### src/rtl/gth_link_sequencer.sv
// gth_link_sequencer: brings up the SFP0 GTH link carrying the LFSR pattern.
// Sequence: reset pulse -> PLL lock -> reset done -> rx aligned -> UP. Each
// checkpoint is bounded by a timeout. Failed attempts back off and retry up
// to MAX_RETRY times. A filtered loss of link while UP re-runs the sequence.

// Two-flop synchronizer for one asynchronous status bit.
module gth_sync_bit (
  input  logic axi_clk,
  input  logic rst,
  input  logic d,
  output logic q
);
  logic meta_q, sync_q;

  // meta_q may go metastable; only sync_q is used downstream
  always_ff @(posedge axi_clk or posedge rst) begin
    if (rst) begin
      meta_q <= 1'b0;
      sync_q <= 1'b0;
    end else begin
      meta_q <= d;
      sync_q <= meta_q;
    end
  end

  assign q = sync_q;
endmodule

module gth_link_sequencer #(
  parameter int unsigned RST_CYCLES     = 64,
  parameter int unsigned TIMEOUT_CYCLES = 2500000,
  parameter int unsigned MAX_RETRY      = 3,
  parameter int unsigned LOSS_FILT      = 16,
  parameter int unsigned BACKOFF_CYCLES = 1024
) (
  input  logic       axi_clk,
  input  logic       rst,
  input  logic       enable,
  input  logic       restart,
  input  logic [3:0] gth_status,
  output logic       gth_rst,
  output logic       link_up,
  output logic       link_fail,
  output logic [2:0] state,
  output logic [3:0] retry_cnt,
  output logic [7:0] loss_cnt
);

  typedef enum logic [2:0] {
    S_IDLE       = 3'd0,
    S_RESET      = 3'd1,
    S_WAIT_PLL   = 3'd2,
    S_WAIT_DONE  = 3'd3,
    S_WAIT_ALIGN = 3'd4,
    S_UP         = 3'd5,
    S_BACKOFF    = 3'd6,
    S_FAIL       = 3'd7
  } state_t;

  // One shared timer covers reset hold, checkpoint waits, backoff and the
  // loss filter; only one of these is ever active at a time.
  localparam int unsigned M0 = (RST_CYCLES > TIMEOUT_CYCLES) ? RST_CYCLES : TIMEOUT_CYCLES;
  localparam int unsigned M1 = (M0 > BACKOFF_CYCLES) ? M0 : BACKOFF_CYCLES;
  localparam int unsigned M2 = (M1 > LOSS_FILT) ? M1 : LOSS_FILT;
  localparam int unsigned TW = $clog2(M2 + 1);

  localparam logic [TW-1:0] RST_LAST  = TW'(RST_CYCLES - 1);
  localparam logic [TW-1:0] TO_LAST   = TW'(TIMEOUT_CYCLES - 1);
  localparam logic [TW-1:0] BO_LAST   = TW'(BACKOFF_CYCLES - 1);
  localparam logic [TW-1:0] LOSS_LAST = TW'(LOSS_FILT - 1);
  localparam logic [TW-1:0] TIM_ONE   = TW'(1);
  localparam logic [3:0]    RETRY_MAX = 4'(MAX_RETRY);

  logic [3:0] s;

  // Per-bit synchronizers; every decision below uses s, never gth_status.
  for (genvar i = 0; i < 4; i++) begin : g_sync
    gth_sync_bit u_sync (
      .axi_clk (axi_clk),
      .rst     (rst),
      .d       (gth_status[i]),
      .q       (s[i])
    );
  end

  state_t        state_q, state_d;
  logic [TW-1:0] timer_q, timer_d;
  logic [3:0]    retry_q, retry_d;
  logic [7:0]    loss_q, loss_d;
  logic          gth_rst_q, gth_rst_d;
  logic          link_up_q, link_up_d;
  logic          link_fail_q, link_fail_d;
  logic          fail_attempt;

  // State, timers and counters; async reset puts outputs at safe values.
  always_ff @(posedge axi_clk or posedge rst) begin
    if (rst) begin
      state_q     <= S_IDLE;
      timer_q     <= '0;
      retry_q     <= '0;
      loss_q      <= '0;
      gth_rst_q   <= 1'b1;
      link_up_q   <= 1'b0;
      link_fail_q <= 1'b0;
    end else begin
      state_q     <= state_d;
      timer_q     <= timer_d;
      retry_q     <= retry_d;
      loss_q      <= loss_d;
      gth_rst_q   <= gth_rst_d;
      link_up_q   <= link_up_d;
      link_fail_q <= link_fail_d;
    end
  end

  // Next-state logic: enable drop beats restart beats normal sequencing.
  always_comb begin
    state_d      = state_q;
    timer_d      = timer_q;
    retry_d      = retry_q;
    loss_d       = loss_q;
    fail_attempt = 1'b0;

    if (!enable) begin
      state_d = S_IDLE;
      timer_d = '0;
    end else if (restart) begin
      state_d = S_RESET;
      timer_d = '0;
      retry_d = '0;
    end else begin
      unique case (state_q)
        S_IDLE: begin
          state_d = S_RESET;
          timer_d = '0;
        end
        S_RESET: begin
          if (timer_q == RST_LAST) begin
            state_d = S_WAIT_PLL;
            timer_d = '0;
          end else begin
            timer_d = timer_q + TIM_ONE;
          end
        end
        // A checkpoint met on the timer's last cycle still counts as success.
        S_WAIT_PLL: begin
          if (s[0]) begin
            state_d = S_WAIT_DONE;
            timer_d = '0;
          end else if (timer_q == TO_LAST) begin
            fail_attempt = 1'b1;
          end else begin
            timer_d = timer_q + TIM_ONE;
          end
        end
        S_WAIT_DONE: begin
          if (s[2:0] == 3'b111) begin
            state_d = S_WAIT_ALIGN;
            timer_d = '0;
          end else if (timer_q == TO_LAST) begin
            fail_attempt = 1'b1;
          end else begin
            timer_d = timer_q + TIM_ONE;
          end
        end
        S_WAIT_ALIGN: begin
          if (s == 4'hF) begin
            state_d = S_UP;
            timer_d = '0;
            retry_d = '0;
          end else if (timer_q == TO_LAST) begin
            fail_attempt = 1'b1;
          end else begin
            timer_d = timer_q + TIM_ONE;
          end
        end
        // Timer acts as the loss filter: counts consecutive bad cycles.
        S_UP: begin
          if (s != 4'hF) begin
            if (timer_q == LOSS_LAST) begin
              state_d = S_RESET;
              timer_d = '0;
              if (loss_q != 8'hFF) loss_d = loss_q + 8'd1;
            end else begin
              timer_d = timer_q + TIM_ONE;
            end
          end else begin
            timer_d = '0;
          end
        end
        S_BACKOFF: begin
          if (timer_q == BO_LAST) begin
            state_d = S_RESET;
            timer_d = '0;
          end else begin
            timer_d = timer_q + TIM_ONE;
          end
        end
        S_FAIL: begin
          timer_d = '0;
        end
        default: begin
          state_d = S_IDLE;
          timer_d = '0;
        end
      endcase

      if (fail_attempt) begin
        retry_d = retry_q + 4'd1;
        timer_d = '0;
        state_d = (retry_d == RETRY_MAX) ? S_FAIL : S_BACKOFF;
      end
    end
  end

  // Registered outputs decoded from the next state so they track state_q.
  always_comb begin
    gth_rst_d   = 1'b1;
    link_up_d   = 1'b0;
    link_fail_d = 1'b0;
    unique case (state_d)
      S_WAIT_PLL, S_WAIT_DONE, S_WAIT_ALIGN: gth_rst_d = 1'b0;
      S_UP: begin
        gth_rst_d = 1'b0;
        link_up_d = 1'b1;
      end
      S_FAIL:  link_fail_d = 1'b1;
      default: gth_rst_d   = 1'b1;
    endcase
  end

  assign gth_rst   = gth_rst_q;
  assign link_up   = link_up_q;
  assign link_fail = link_fail_q;
  assign state     = state_q;
  assign retry_cnt = retry_q;
  assign loss_cnt  = loss_q;

endmodule

### config.mk
export PLATFORM = sky130hd
export DESIGN_NAME = gth_link_sequencer
export DESIGN_NICKNAME = d
export VERILOG_FILES = /design/src/rtl/gth_link_sequencer.sv
export SDC_FILE = /design/constraint.sdc
export NUM_CORES = 1
export LEC_CHECK = 0
export CORE_MARGIN = 3
export CORE_UTILIZATION = 41
export CTS_CLUSTER_DIAMETER = 100
export DETAILED_ROUTE_END_ITERATION = 8
export GPL_ROUTABILITY_DRIVEN = 0
export PLACE_DENSITY = 0.68
export SLEW_MARGIN = 0
export SYNTH_ARGS = -nofsm -noshare
export SYNTH_HDL_FRONTEND = slang
export SYNTH_SLANG_ARGS = --single-unit
export TNS_END_PERCENT = 30
### constraint.sdc
create_clock -name axi_clk -period 2.1 [get_ports axi_clk]
set_input_delay 0.63 -clock axi_clk [delete_from_list [all_inputs] [get_ports axi_clk]]
set_output_delay 0.63 -clock axi_clk [all_outputs]
set_load 0.05 [all_outputs]
==> impl_metrics.env <==
export IMPL_yosysUniqueCellTypes=46
export IMPL_grt_busiest_layer="met2"
export IMPL_grtUsageMet3=0.03238
export IMPL_dp_hpwl_um=4113
export IMPL_p_leak_nw=1.378
export IMPL_cp_max_fo=22
export IMPL_yosysWarnings=0
export IMPL_clk_path_buf_depth=2
export IMPL_synth_fp_nets=261
export IMPL_multiInputGateArea_um2=1281
export IMPL_post_cts_buffers=0
export IMPL_cts_root_buf="clkbuf_8"
export IMPL_avgViaCountPerCell=5.464
export IMPL_synth_edf_count=0
export IMPL_wl_um=5520
export IMPL_netlist_area_um2=2536
export IMPL_wl_per_cell_um=14.38
export IMPL_final_cells=384
export IMPL_synth_top_cell_by_area="dfrtp_1"
export IMPL_synth_area_leaders="dfrtp_1 (46%), xnor2_1 (7.9%), nor3_1 (6.1%), nand3_1 (3.0%), nand4_1 (2.2%)"
export IMPL_post_synth_top_count_cell="dfrtp_1"
export IMPL_cts_hold_buf=0
export IMPL_critPathLaunchType="flop"
export IMPL_antenna_found_initial=0
export IMPL_async_flop_share=1.000
export IMPL_grt_use_met2=0.2676
export IMPL_fp_dieW_um=84.65
export IMPL_netlist_area_leader_share=0.4637
export IMPL_min_period_ps=2133
export IMPL_maxCapViolCount=0
export IMPL_worst_slack_ps=-32.95
export IMPL_track_usage=0.1635
export IMPL_slew_headroom=0.6642
export IMPL_drc=0
export IMPL_worstMarginPinSlew_ps=502.8
export IMPL_start_util=0.4258
export IMPL_met1_usage=0.2161
export IMPL_vias=2098
export IMPL_hold_slack_ps=353.6
export IMPL_firstDrtPassIters=4
export IMPL_cts_sinks=48
export IMPL_post_route_period_util=1.016
export IMPL_seq_area_um2=1207
export IMPL_critPathKind="flop to flop"
export IMPL_outcome="complete, but fails checks"
export IMPL_setup_tns_ps=-428.4
export IMPL_pwr_density_cell_nw_per_um2=544.0
export IMPL_violations="negative setup slack"
export IMPL_required_ps=2290
export IMPL_synth_common_cells="dfrtp_1 (47), nor3_1 (31), xnor2_1 (23), nand3_1 (15), nand2_1 (14)"
export IMPL_max_freq_ghz=0.4688
export IMPL_nets=320
export IMPL_grt_overflow=0
export IMPL_die_h_um=84.65
export IMPL_synth_seq_cells=48
export IMPL_drv_slew=0
export IMPL_grt_start_max_net_pins=23
export IMPL_htree_num_levels=2
export IMPL_grt_pass1_wl_um=9501
export IMPL_setup_viol_count_final=22
export IMPL_num_rows=28
export IMPL_antenna_left=0
export IMPL_grt_pass1_vias=2055
export IMPL_drt_initial_drc_count=81
export IMPL_insertion_delay_ps=300
export IMPL_cts_tree="built"
export IMPL_hp_class="flop to flop"
export IMPL_layout_drive_gt1_share=0.2880
export IMPL_die_area_um2=7166
export IMPL_io_pin_count=26
export IMPL_vdd_drop_max_uv=357.9
export IMPL_crit_arrival_ps=2320
export IMPL_area_growth_syn_to_layout_pct=28.27
export IMPL_clk_pin_slew_worst_paths_ps=90
export IMPL_n_antenna_cell=0
export IMPL_ys_seq_area_frac=0.4741
export IMPL_clock_skew_ps=9.628
export IMPL_syn_area_per_cell_um2=10.19
export IMPL_syn_inst=249
export IMPL_final_hold_viol_count=0
export IMPL_final_area_um2=3253
export IMPL_portBuffers=25
export IMPL_rsz0062_at_grt="true"
export IMPL_core_um2=5956
export IMPL_endpoint_kind="flop"
export IMPL_place_inst=376
export IMPL_placed_area_um2=3103
export IMPL_nFillCells=560
export IMPL_ys_flop_type="dfrtp_1"
export IMPL_numCtsBuffers=5
export IMPL_final_util=0.5462
worst max-delay path: stages, from the launching register on:
cell and delay, ps:
dfrtp_1 420, nor4_4 300, or4b_4 540, o21ba_4 230, nor4b_4 260, buf_12 200
nor3_1 70
worst paths after layout:
path | start | to | slack (ps) | depth (start not counted)
max | timer_q[6] | timer_q[7] | -30 | 6
min | g_sync[2].u_sync.meta_q | g_sync[2].u_sync.q | 350 | 0
max reg2reg | timer_q[6] | timer_q[7] | -30 | 6
min reg2reg | g_sync[2].u_sync.meta_q | g_sync[2].u_sync.q | 350 | 0
max in group asynchronous | rst | timer_q[19] | 960 | 3
min in group asynchronous | rst | retry_cnt[1] | 610 | 2
per-stage QoR:
step | total power [mW] | setup slack, ps
finish | 1.770 | -32.95
global route | 1.868 | -91.46
CTS | 1.781 | -64.81
detailed placement | 1.227 | -229.2
global placement | 1.221 | -202.5
floorplan | 1.139 | -14.81
power breakdown:
group / internal (mW) / switching, mW
Combinational: 0.0950 / 0.143
Sequential: 0.948 / 0.0289
Clock: 0.236 / 0.320
Total: 1.28 / 0.491
sequential cells by signal, indices dropped and copies added, names as in the netlist:
signal                flops
retry_cnt                 4
timer_q                  22
link_fail                 1
state                     3
g_sync.u_sync.meta_q      4
loss_cnt                  8
link_up                   1
g_sync.u_sync.q           4
gth_rst                   1
per-layer routing:
layer	part of all wire	vias to the layer above
li1	-	1022
met1	0.45	1040
met2	0.51	32
met3	0.026	4
met4	0.0092	0
met5	0	-
final cells by class:
| type | instances | area share |
|---|---|---|
| clock buffer | 5 | 0.02115 |
| clock inverter | 3 | 0.007308 |
| inverter | 11 | 0.01269 |
| multi-input combinational | 178 | 0.3938 |
| sequential | 48 | 0.3712 |
| tap | 75 | 0.02885 |
| timing repair buffer | 64 | 0.1650 |
cells in the final DEF (no fill, tap or decap), types with 3 or more instances in the layout:
| cell type | n |
|---|---|
| buf_4 | 52 |
| xnor2_1 | 23 |
| nand2_1 | 14 |
| xor2_1 | 6 |
| nor3b_1 | 5 |
| nor3_1 | 30 |
| and3_1 | 6 |
| and4_1 | 3 |
| nand4_1 | 9 |
| clkdlybuf4s50_1 | 7 |
| a21oi_1 | 6 |
| nand3_1 | 14 |
| nor2_1 | 5 |
| inv_1 | 10 |
| o2111ai_1 | 3 |
| nand2b_1 | 7 |
| dfrtp_1 | 43 |
| dfrtp_2 | 4 |
| clkbuf_8 | 5 |
| mux2_2 | 3 |
| nor4_1 | 4 |
kinds of logic after synthesis:
kind of cell               synth area share
AOI/OAI and AO/OA                   0.07055
muxes                               0.01332
adders and majority gates           0.01973
and+or+nand+nor                      0.2787
xor gates and xnor gates             0.1001
DFF                                  0.4741
buffers and inverters               0.04341
what timing repair did:
action	4_1_cts	5_1_grt
pin swaps	0	0
gates resized for setup	2	11
setup endpoints to repair	23	35
endpoints found under the hold margin	0	0
(Power assumes the default switching activity.)
